File: config.mk
export PLATFORM = sky130hd
export DESIGN_NAME = led_pwm_driver
export DESIGN_NICKNAME = d
export VERILOG_FILES = /design/src/rtl/led_pwm_driver.sv
export SDC_FILE = /design/constraint.sdc
export NUM_CORES = 1
export LEC_CHECK = 0
export CAP_MARGIN = 10
export CORE_AREA = 2 2 389 237
export CTS_BUF_LIST = sky130_fd_sc_hd__clkbuf_4
export CTS_CLUSTER_DIAMETER = 40
export CTS_CLUSTER_SIZE = 8
export DETAILED_ROUTE_END_ITERATION = 8
export DIE_AREA = 0 0 391 239
export PLACE_DENSITY = 0.48
export SETUP_SLACK_MARGIN = 0.15
export SYNTH_ARGS = -nofsm -noshare
export SYNTH_HDL_FRONTEND = slang
export SYNTH_SLANG_ARGS = --single-unit
File: constraint.sdc
create_clock -name aclk -period 8.08 [get_ports aclk]
set_input_delay 0.808 -clock aclk [delete_from_list [all_inputs] [get_ports aclk]]
set_output_delay 0.808 -clock aclk [all_outputs]
set_load 0.005 [all_outputs]
File: src/rtl/led_pwm_driver.sv
// Multi-channel LED driver: shared prescaler and PWM counter, with per-channel OFF/ON/BLINK/BREATHE modes.
// A single shadow config slot is committed to its channel only on the last cycle of a PWM period.
module led_pwm_driver #(
    parameter int unsigned NUM_CH       = 8,
    parameter int unsigned DUTY_W       = 8,
    parameter int unsigned PRESCALE_DIV = 50000,
    parameter int unsigned BLINK_W      = 8,
    parameter bit          HEARTBEAT    = 1'b1
) (
    input  logic               aclk,
    input  logic               arstn,
    input  logic               cfg_valid,
    output logic               cfg_ready,
    input  logic [7:0]         cfg_chan,
    input  logic [1:0]         cfg_mode,
    input  logic [DUTY_W-1:0]  cfg_duty,
    input  logic [BLINK_W-1:0] cfg_half,
    output logic               tick,
    output logic [NUM_CH-1:0]  led
);

    typedef enum logic [1:0] {
        MODE_OFF     = 2'd0,
        MODE_ON      = 2'd1,
        MODE_BLINK   = 2'd2,
        MODE_BREATHE = 2'd3
    } mode_t;

    typedef enum logic {
        SLOT_FREE    = 1'b0,
        SLOT_PENDING = 1'b1
    } slot_t;

    localparam int unsigned      PRE_W    = (PRESCALE_DIV > 1) ? $clog2(PRESCALE_DIV) : 1;
    localparam logic [PRE_W-1:0] PRE_LAST = PRE_W'(PRESCALE_DIV - 1);

    logic [PRE_W-1:0]   r_pre;
    logic [PRE_W-1:0]   w_pre_next;
    logic               r_tick;
    logic [DUTY_W-1:0]  r_pwm;
    logic               w_pwm_last;

    slot_t              r_slot;
    slot_t              w_slot_next;
    logic               w_xfer;
    logic               w_apply;
    logic [7:0]         r_sh_chan;
    mode_t              r_sh_mode;
    logic [DUTY_W-1:0]  r_sh_duty;
    logic [BLINK_W-1:0] r_sh_half;

    logic [NUM_CH-1:0]  w_on;
    logic [NUM_CH-1:0]  r_led;

    // tick is registered off the next count so it is high while the count sits at PRESCALE_DIV-1
    always_comb begin
        w_pre_next = (r_pre == PRE_LAST) ? '0 : r_pre + 1'b1;
    end

    always_ff @(posedge aclk or negedge arstn) begin
        if (!arstn) begin
            r_pre  <= '0;
            r_tick <= 1'b0;
            r_pwm  <= '0;
        end else begin
            r_pre  <= w_pre_next;
            r_tick <= (w_pre_next == PRE_LAST);
            r_pwm  <= r_pwm + 1'b1;
        end
    end

    assign w_pwm_last = &r_pwm;

    always_ff @(posedge aclk or negedge arstn) begin
        if (!arstn) begin
            r_slot <= SLOT_FREE;
        end else begin
            r_slot <= w_slot_next;
        end
    end

    always_comb begin
        w_slot_next = r_slot;
        w_xfer      = 1'b0;
        w_apply     = 1'b0;
        case (r_slot)
            SLOT_FREE: begin
                if (cfg_valid) begin
                    w_xfer      = 1'b1;
                    w_slot_next = SLOT_PENDING;
                end
            end
            SLOT_PENDING: begin
                if (w_pwm_last) begin
                    w_apply     = 1'b1;
                    w_slot_next = SLOT_FREE;
                end
            end
            default: w_slot_next = SLOT_FREE;
        endcase
    end

    always_ff @(posedge aclk or negedge arstn) begin
        if (!arstn) begin
            r_sh_chan <= '0;
            r_sh_mode <= MODE_OFF;
            r_sh_duty <= '0;
            r_sh_half <= '0;
        end else if (w_xfer) begin
            r_sh_chan <= cfg_chan;
            r_sh_mode <= mode_t'(cfg_mode);
            r_sh_duty <= cfg_duty;
            r_sh_half <= cfg_half;
        end
    end

    assign cfg_ready = (r_slot == SLOT_FREE);

    for (genvar g = 0; g < NUM_CH; g++) begin : g_ch
        localparam bit                 HB       = HEARTBEAT && (g == 0);
        localparam mode_t              RST_MODE = HB ? MODE_BLINK : MODE_OFF;
        localparam logic [DUTY_W-1:0]  RST_DUTY = HB ? {DUTY_W{1'b1}} : {DUTY_W{1'b0}};
        localparam logic [BLINK_W-1:0] RST_HALF = HB ? (BLINK_W'(1) << (BLINK_W - 1)) : {BLINK_W{1'b0}};

        mode_t              r_mode;
        logic [DUTY_W-1:0]  r_duty;
        logic [BLINK_W-1:0] r_half;
        logic [BLINK_W-1:0] r_cnt;
        logic               r_phase;
        logic [DUTY_W-1:0]  r_level;
        logic               r_down;
        logic [BLINK_W-1:0] w_half_m1;
        logic               w_step;
        logic               w_apply_ch;
        logic [DUTY_W-1:0]  w_eff;

        assign w_apply_ch = w_apply && (32'(r_sh_chan) == g);
        assign w_half_m1  = (r_half == '0) ? '0 : r_half - 1'b1;
        assign w_step     = (r_cnt >= w_half_m1);

        always_comb begin
            w_eff = '0;
            case (r_mode)
                MODE_OFF:     w_eff = '0;
                MODE_ON:      w_eff = r_duty;
                MODE_BLINK:   w_eff = r_phase ? '0 : r_duty;
                MODE_BREATHE: w_eff = r_level;
                default:      w_eff = '0;
            endcase
        end

        assign w_on[g] = (&w_eff) | (r_pwm < w_eff);

        // An apply takes priority over a coincident tick for this channel only
        always_ff @(posedge aclk or negedge arstn) begin
            if (!arstn) begin
                r_mode  <= RST_MODE;
                r_duty  <= RST_DUTY;
                r_half  <= RST_HALF;
                r_cnt   <= '0;
                r_phase <= 1'b0;
                r_level <= '0;
                r_down  <= 1'b0;
            end else if (w_apply_ch) begin
                r_mode  <= r_sh_mode;
                r_duty  <= r_sh_duty;
                r_half  <= r_sh_half;
                r_cnt   <= '0;
                r_phase <= 1'b0;
                r_level <= '0;
                r_down  <= 1'b0;
            end else if (r_tick && (r_mode == MODE_BLINK || r_mode == MODE_BREATHE)) begin
                if (w_step) begin
                    r_cnt <= '0;
                    if (r_mode == MODE_BLINK) begin
                        r_phase <= ~r_phase;
                    end else if (r_duty == '0) begin
                        r_level <= '0;
                        r_down  <= 1'b0;
                    end else if (!r_down) begin
                        if (r_level >= r_duty) begin
                            r_level <= r_level - 1'b1;
                            r_down  <= 1'b1;
                        end else begin
                            r_level <= r_level + 1'b1;
                            if (r_level == r_duty - 1'b1) begin
                                r_down <= 1'b1;
                            end
                        end
                    end else begin
                        if (r_level != '0) begin
                            r_level <= r_level - 1'b1;
                        end
                        if (r_level <= DUTY_W'(1)) begin
                            r_down <= 1'b0;
                        end
                    end
                end else begin
                    r_cnt <= r_cnt + 1'b1;
                end
            end
        end
    end

    always_ff @(posedge aclk or negedge arstn) begin
        if (!arstn) begin
            r_led <= '0;
        end else begin
            r_led <= w_on;
        end
    end

    assign tick = r_tick;
    assign led  = r_led;

endmodule

### Word level (Yosys, flattened, before mapping)

Cells that the tools add are included.

* add/sub/neg operators: 42
* $lt $le $gt $ge: 32
* eq/ne operators: 57
* muxes and demuxes: 223
* bitwise operators: 17
* reductions and logical operators: 114

Operators by type and width (count)
* 2-to-1 mux 8 bit: 104
* one-hot mux 8 bit (4 select lines): 8
* subtractor 8 x 1 -> 8 bit (second input constant): 24
* adder 8 x 1 -> 8 bit (second input constant): 17
* zero test 8 bit: 17
* >= comparator 8 bit: 16
* 2-to-1 mux 1 bit: 109
* AND reduction 8 bit: 9
* equality test 8 bit: 8
* less-or-equal comparator 8 x 1 -> 1 bit (second input constant): 8
* less-than comparator 8 bit: 8
* nonzero test 8 bit: 8
* AND reduction 3 bit: 16
* nonzero test 2 bit: 24
* equality test 16 bit (second input constant): 2
* equality test 2 bit (second input constant): 16
* equality test 8 x 3 -> 1 bit (second input constant): 4
* inequality test 4 x 1 -> 1 bit (second input constant): 8
* AND reduction 4 bit: 8
* adder 16 x 1 -> 16 bit (second input constant): 1
* equality test 2 x 1 -> 1 bit (second input constant): 8
* equality test 8 x 2 -> 1 bit (second input constant): 2
* logical AND 1 bit: 16
* zero test 2 bit: 8
* 7 further kinds: 36

* register bits: 348
* input bits: 29
* output and inout port bits: 10
* word-level logic and storage cells: 550

### Depth between registers and ports, before layout

Gate-level depths: netlist (run 1).

* depth after elaboration: 10
* gate-level depth with buffers: 15
* gate-level depth less buffers: 14

### Worst setup path after synthesis (run 1)

Ideal clock, no wire load.

* kind: flip-flop to flip-flop
* start point: reg g_ch[1].r_half[0]
* end point: reg g_ch[1].r_cnt[2]
* setup time: 121 ps
* data arrival time: 3220 ps
* data required time: 7959 ps
* slack: 4739 ps
* cell stages (with the launch flop): 16
* buffers on the path: 1
* clock period less this slack: 3341 ps
* cell sequence: dfrtp_1 > inv_1 > ha_1 > nand2_1 > or2_2 > or4_1 > and2_1 > ha_1 > nand2b_1 > a21o_1 > a211oi_1 > o31ai_1 > clkbuf_1 > nor2_1 > a22oi_1 > nor2_1

* word-level cells in the longest chain between the ends: 6
* elaborated cells on any way between the ends: 7
* those cells by class: add/sub: 1; order compare: 1; mux: 4; reduce/logical: 1

Ends and longest elaborated chain
* start: declaration: RTL line 127 `logic [BLINK_W-1:0] r_half;`
* start signal: assignment: RTL line 167 `r_half <= r_sh_half;`
* subtractor 8 x 1 -> 8 bit / zero test 8 bit (equally long branches): RTL line 138 `assign w_half_m1 = (r_half == '0) ? '0 : r_half - 1'b1;`
* 2-to-1 mux 8 bit (*): RTL line 138
* >= comparator 8 bit (*): RTL line 139 `assign w_step = (r_cnt >= w_half_m1);`
* 2-to-1 mux 8 bit (*): RTL line 173 `if (w_step) begin`
* 2-to-1 mux 8 bit (*): RTL line 172 `end else if (r_tick && (r_mode == MODE_BLINK || r_mode == MODE_BREATHE)) begin`
* 2-to-1 mux 8 bit (*): RTL line 164 `end else if (w_apply_ch) begin`
* end signal: assignment: RTL line 199 `r_cnt <= r_cnt + 1'b1;`
* end: declaration: RTL line 128 `logic [BLINK_W-1:0] r_cnt;`

Mark *: on every way between the ends. The rest lies on a longest branch, timed or not. The select of a mux whose other input is x is not followed.
A chain may end at the register's enable or synchronous reset.

### Worst setup path in the final report (run 1)

* start point: reg g_ch[1].r_half[1]
* end point: reg g_ch[1].r_level[6]

* word-level cells in the longest chain between the ends: 5
* elaborated cells on any way between the ends: 6
* those cells by class: add/sub: 1; order compare: 1; mux: 1; reduce/logical: 3

Ends and longest elaborated chain
* subtractor 8 x 1 -> 8 bit / zero test 8 bit (equally long branches): RTL line 138
* 2-to-1 mux 8 bit (*): RTL line 138
* >= comparator 8 bit (*): RTL line 139
* nonzero test 2 bit (no source line) (*)
* AND reduction 4 bit (no source line) (*)
* end signal: assignment: RTL line 182 `r_level <= r_level - 1'b1;`
* end signal: assignment: RTL line 185 `r_level <= r_level + 1'b1;`
* end signal: assignment: RTL line 192 `r_level <= r_level - 1'b1;`
* end: declaration: RTL line 130 `logic [DUTY_W-1:0] r_level;`

Mark *: on every way between the ends. The rest lies on a longest branch, timed or not.

==> reports/qor.txt, run 1 <==
Nets: 3203
Peak supply drop: 0.0755 mV
Final Hold Viols: 0
Tmin final: 3.79 ns
Critical-path cell list: inv_1 -> ha_1 -> nand2_1 -> or2_2 -> or4_1 -> and2_1 -> ha_1 -> nand2b_1 -> a21o_1 -> a211oi_1 -> o31ai_2 -> buf_4 -> a21oi_1 -> o21ai_0 -> o21ai_0
Setup TNS: 0 ns
CP Launch Type: flop
CP required: 8.82 ns
Post-synth top area share: 0.338
Worst-Margin Slew: 1.17 ns
Final GP Congestion: 0.831
PostCTS Resize Cnt: 0
# fillers: 9621
Starting Density: 0.277
Post-route ant nets: 0
Total clock sinks: 348
Endpoints failing setup: 0
Reg2reg end: g_ch[1].r_level[6]
Bufs and invs on worst path: 2
Tcrit/Tclk final: 0.469
Synth area leader: dfrtp_1
Syn Area/Cell: 8.55 µm²
Routed vias: 20900
Number of global-route vias before repair: 19300
WL/cell: 18.1 µm
Unrepaired setup endpoints after global routing: no
F_max: 264 MHz
Final Power: 3150 µW
Skew final: 0.0442 ns
Ys async rst share: 1.00
Reg clk slew, reported paths: 0.10 ns
Die H: 239 µm
Die area: 0.0934 mm²
Num CTS Buffers: 57
YS warnings: 0
Final WL: 74900 µm
Most common cell after layout, fill and taps aside: nand2_1
Tightest Hold Check Type: reg2reg
Placed cell count: 4051
WP depth: 15
Clock latency on the worst-skew pair: 0.85 ns
Initial antenna violation count: 8
CTS max path bufs: 3
Final cell count without fillers: 4148
Post-synth net total: 3203
Number of DRC markers in iteration 0: 1702
Commonest non-fill, non-tap cells in the layout: nand2_1 (459), dfrtp_1 (338), ha_1 (251), o21ai_0 (209), nor2_1 (174)
CTS tree: yes
Cell count of the worst hold path: 2
Slowest stage cell, crit path: or4_1
CP max stage delay: 0.52 ns
Rows: 86
Critical path arrival: 4.54 ns
GRT Util Overall: 0.159
Critical path endpoint: g_ch[1].r_level[6]
Number of synthesized register bits: 348
DP Wirelength: 52700 µm
First-pass GRT wire length: 117000 µm
Pre-Repair DR Iteration Count: 5
Drt via density: 5.04
R2R Path Start: g_ch[1].r_half[1]
Max-cap violations: 0
Core ar.: 0.0904 mm²
Pleak: 0.0121 µW
DRC Markers: 0
R2R depth: 15
Worst slew margin: 0.221
Die width: 391 µm
Setup CP Type: reg2reg
Register area share after synthesis: 0.349
CP Capture Type: flop
Cell family with most CP delay: compound AO/OA/AOI/OAI gates
Synth Instances: 2923
Synth cell types: 80
R2R Setup Slk: 4.29 ns
IO Count: 39
Area Growth Syn to Fin: 9.35%
Max H-tree Level: 2
Status: finished, final reports clean
Buffers on Ports: 38
Largest net degree at the start of global routing: 128
Post-synth EDFFs: 0
Critical path fanouts, max: 14
Final core utilization: 0.302
Final Max Tran Viols: 0
Synth top area cells: dfrtp_1 (34%), ha_1 (13%), nand2_1 (6.9%), o21ai_0 (4.2%), xnor2_1 (2.9%)
Crit. Startpoint: g_ch[1].r_half[1]
Gr ovfl total: 0
Power Dens Cells: 115 mW/mm²
Synthesized area: 0.0250 mm²
Clk root buf: clkbuf_4
Top FF cell, synth: dfrtp_1
Layout cells sized above 1: 0.0707
registers in the layout, indices dropped and copies added (netlist names):
| name | count |
|---|---|
| r_sh_mode | 2 |
| tick | 1 |
| r_slot | 1 |
| g_ch.r_duty | 64 |
| g_ch.r_mode | 16 |
| r_pre | 16 |
| r_pwm | 8 |
| g_ch.r_down | 8 |
| r_sh_chan | 8 |
| g_ch.r_level | 64 |
| g_ch.r_cnt | 64 |
| g_ch.r_half | 64 |
| r_sh_half | 8 |
| g_ch.r_phase | 8 |
| led | 8 |
| r_sh_duty | 8 |
worst reg2reg max path: cells and delay by family (launching register included):
family / cells / cell delay (ns)
AOI/OAI and AO/OA: 6 / 1.33
and+or+nand+nor: 5 / 1.26
adders and majority gates: 2 / 0.44
DFF: 1 / 0.38
buffers and inverters: 2 / 0.29
per-layer routing:
metal / track usage / share of wire
met3: 0.0316 / 0.068
met2: 0.201 / 0.36
met1: 0.268 / 0.56
met5: 0 / 0
met4: 0.0259 / 0.013
report_power, final:
part,switching [µW],internal (µW)
Clock,751,474
Sequential,92.7,1750
Combinational,46.4,28.5
kinds of logic after synthesis:
group,Yosys count,synth area share
multiplexers,85,0.0364
XOR/XNOR,161,0.0564
flip-flops,348,0.349
AO/OA/AOI/OAI,630,0.160
AND/OR/NAND/NOR,1188,0.232
adder cells (fa/ha/maj),251,0.126
buffers and inverters,260,0.0401
cell usage after synthesis (all sizes together), types with 31 or more instances:
cell type	number
nand2	459
nor2	176
xnor2	84
a21oi	122
and2	35
dfrtp	338
inv	135
clkbuf	113
xor2	77
nor2b	34
nand2b	34
nor3	77
o21ai	217
a21o	43
or3	40
a31oi	34
and3	35
nor4	31
mux2i	38
nand4	43
ha	251
a22oi	60
nand3	127
mux2	47
layout make-up:
| class | count | area (µm²) | area share |
|---|---|---|---|
| Tap cell | 1188 | 1490 | 0.0544 |
| Inverter | 135 | 507 | 0.0185 |
| Multi-Input combinational cell | 2315 | 15300 | 0.560 |
| Timing Repair Buffer | 66 | 611 | 0.0223 |
| Antenna cell | 5 | 12.5 | 0.000458 |
| Sequential cell | 348 | 8720 | 0.319 |
| Clock buffer | 70 | 526 | 0.0192 |
| Clock inverter | 21 | 156 | 0.00572 |
repair_timing:
action / CTS / global route
hold buffers: 1 / 0
buffers inserted: 0 / 0
endpoints found under the hold margin: 62 / 0
worst min-delay path by stage:
stage / from / endpoint / slack [ns]
after floorplan: g_ch[0].r_half[7] / g_ch[0].r_half[7] / 0.45
after global placement: g_ch[0].r_half[7] / g_ch[0].r_half[7] / 0.47
after detailed placement: g_ch[0].r_mode[1] / g_ch[0].r_mode[1] / 0.48
after global routing: cfg_half[1] / r_sh_half[1] / 0.49
final: g_ch[0].r_mode[1] / g_ch[0].r_mode[1] / 0.50
after CTS: cfg_half[1] / r_sh_half[1] / 0.48
per-stage QoR:
stage          hold slack, ns  instance area (µm²)  setup WS (ns)
6_report                0.496                27300           4.29
5_1_grt                 0.494                27300           3.91
4_1_cts                 0.485                27300           4.31
3_5_place_dp            0.481                26600           4.33
3_3_place_gp            0.470                26600           4.34
2_1_floorplan           0.451                25000           4.74
Note: power is estimated with default switching activity, not from simulation.
==> inputs of run 2 (changes only) <==
- PLACE_DENSITY: 0.48 -> 0.49
- clock period: 8.08 -> 3.3 ns (I/O delays scaled with it)
==> reports/qor.txt, run 2 (same netlist as run 1, synthesis figures left out) <==
Status: finished, final reports clean
Sw frac: 0.274
Final GP Congestion: 0.851
Number of DRC markers in iteration 0: 1744
Number of global-route vias before repair: 20600
Die width: 391 µm
Sequential cell fraction of total power: 0.558
Pre-Repair DR Iteration Count: 7
Design area: 0.0297 mm²
Drt via density: 5.10
CTS max path bufs: 3
Grt peak-use layer: met1
Endpoints failing setup: 0
Pleak: 0.0133 µW
Buffers on Ports: 38
F_max: 315 MHz
Layout cells sized above 1: 0.155
CP Launch Type: flop
Most common cell after layout, fill and taps aside: nand2_1
Most numerous cell on the critical path: ha_4
Rows: 86
Largest net degree at the start of global routing: 97
Area Growth Syn to Fin: 18.6%
Unrepaired setup endpoints after global routing: yes
Slowest stage cell, crit path: or4_4
Final worst slack: 0.125 ns
Final Max Tran Viols: 0
Clk network pwr share: 0.413
Global Route met2 Usage: 0.218
Post-route ant nets: 0
Storage cell area: 0.00872 mm²
Critical-path cell list: inv_2 -> ha_4 -> nand2_2 -> or2_4 -> or4_4 -> and2_4 -> ha_4 -> nand2b_4 -> a21o_1 -> a211oi_2 -> o31ai_2 -> buf_4 -> buf_6 -> nor2_4 -> nand3b_1 -> a21oi_1
Tightest Hold Check Type: in2async
Critical path fanouts, max: 7
# fillers: 9476
Switch Pwr: 2220 µW
Starting Density: 0.277
Internal Pwr Total: 5880 µW
DRC Markers: 0
Setup CP Type: reg2reg
CTS tree: yes
R2R Setup Slk: 0.12 ns
Clk root buf: clkbuf_4
Area after DPL: 0.0277 mm²
Setup TNS: 0 ns
Worst slew margin: 0.249
DP Wirelength: 57000 µm
Max-cap violations: 0
Combinational Power Share: 0.029
WL/cell: 18.4 µm
GRT met3 Usage: 0.0370
Multi-input logic area: 0.0160 mm²
Final WL: 79600 µm
Core ar.: 0.0904 mm²
Max H-tree Level: 2
Gr ovfl total: 0
CP max stage delay: 0.49 ns
Nets: 3384
Num CTS Buffers: 58
Met1 Use GR: 0.279
Reg clk slew, reported paths: 0.10 ns
Final Hold Viols: 0
Power Dens Cells: 273 mW/mm²
CP required: 4.11 ns
Hold slack: 0.118 ns
Die H: 239 µm
Die area: 0.0934 mm²
Tmin final: 3.18 ns
IO Count: 39
Tcrit/Tclk final: 0.962
First-pass GRT wire length: 125000 µm
GRT Util Overall: 0.170
Worst-Margin Slew: 1.13 ns
CP Capture Type: flop
Routed vias: 22100
Total clock sinks: 348
DP Worst Slack: 0.00229 ns
Clock latency on the worst-skew pair: 0.89 ns
Peak supply drop: 0.247 mV
Initial antenna violation count: 9
Commonest non-fill, non-tap cells in the layout: nand2_1 (450), dfrtp_1 (337), ha_1 (236), o21ai_0 (187), buf_4 (172)
Skew final: 0.0390 ns
Critical path arrival: 3.98 ns
-- run 2: cell count changes in the layout (fill, tap and decap cells not counted), moves of 7 or more --
| cell | delta |
|---|---|
| and2_4 | +7 |
| nand2_1 | -9 |
| o21ai_2 | +9 |
| dlygate4sd3_1 | +15 |
| buf_6 | +13 |
| ha_4 | +14 |
| buf_4 | +146 |
| ha_1 | -15 |
| or3_4 | +8 |
| o21ai_1 | +12 |
| and2_1 | -7 |
| o21ai_0 | -22 |
| or3_1 | -8 |
-- run 2: what timing repair did --
item                                    in CTS  in global routing
hold buffers                                17                  0
resized for setup                           35                125
endpoints found under the setup margin      65                125
setup buffers                                7                 22
endpoints found under the hold margin      353                  0
pin swaps                                   12                 86
-- run 2: critical path: cells and delay by family (launching register included) --
family / cells / cell delay (ns)
fa+ha+maj: 2 / 0.34
flops: 1 / 0.40
simple gates: 7 / 1.36
buf+inv: 3 / 0.39
compound gates: 4 / 0.63
-- run 2: area by class of cell --
type,count,area share
Inverter,135,0.0171
Clock buffer,71,0.0180
Antenna cell,1,0.0000844
Tap cell,1188,0.0501
Multi-Input combinational cell,2315,0.540
Sequential cell,348,0.294
Timing Repair Buffer,246,0.0717
Clock inverter,23,0.00907
-- run 2: power by group through the flow --
stage               sequential [µW]  clock [µW]  combinational [µW]
global route                   4520        3700                 259
global placement               4600           0                 216
detailed placement             4600           0                 216
finish                         4520        3340                 231
floorplan                      4390           0                 105
CTS                            4520        3520                 239
-- run 2: stage by stage --
step / total power, µW / util / instances
4_1_cts: 8280 / 0.319 / 4304
6_report: 8090 / 0.328 / 4327
5_1_grt: 8480 / 0.328 / 4327
3_3_place_gp: 4820 / 0.307 / 4186
3_5_place_dp: 4820 / 0.307 / 4186
2_1_floorplan: 4500 / - / 2923
-- run 2: path summary, 6_finish.rpt --
path	from	endpoint	cells past startpoint
max	g_ch[1].r_half[1]	g_ch[1].r_cnt[4]	16
min	arstn	r_sh_chan[4]	3
max reg2reg	g_ch[1].r_half[1]	g_ch[1].r_cnt[4]	16
min reg2reg	g_ch[0].r_half[7]	g_ch[0].r_half[7]	2
max in group asynchronous	arstn	r_sh_half[5]	3
min in group aclk	cfg_duty[5]	r_sh_duty[5]	2
-- run 2: per-layer routing --
layer | up-vias | part of all wire
li1 | 10800 | -
met5 | - | 0
met1 | 10500 | 0.55
met2 | 620 | 0.36
met3 | 72 | 0.072
met4 | 0 | 0.013
==> inputs of run 3 (changes only) <==
- CAP_MARGIN: 10 -> default
==> results of run 3 <==
The final DEF is identical to that of run 2; final timing and power are the same.
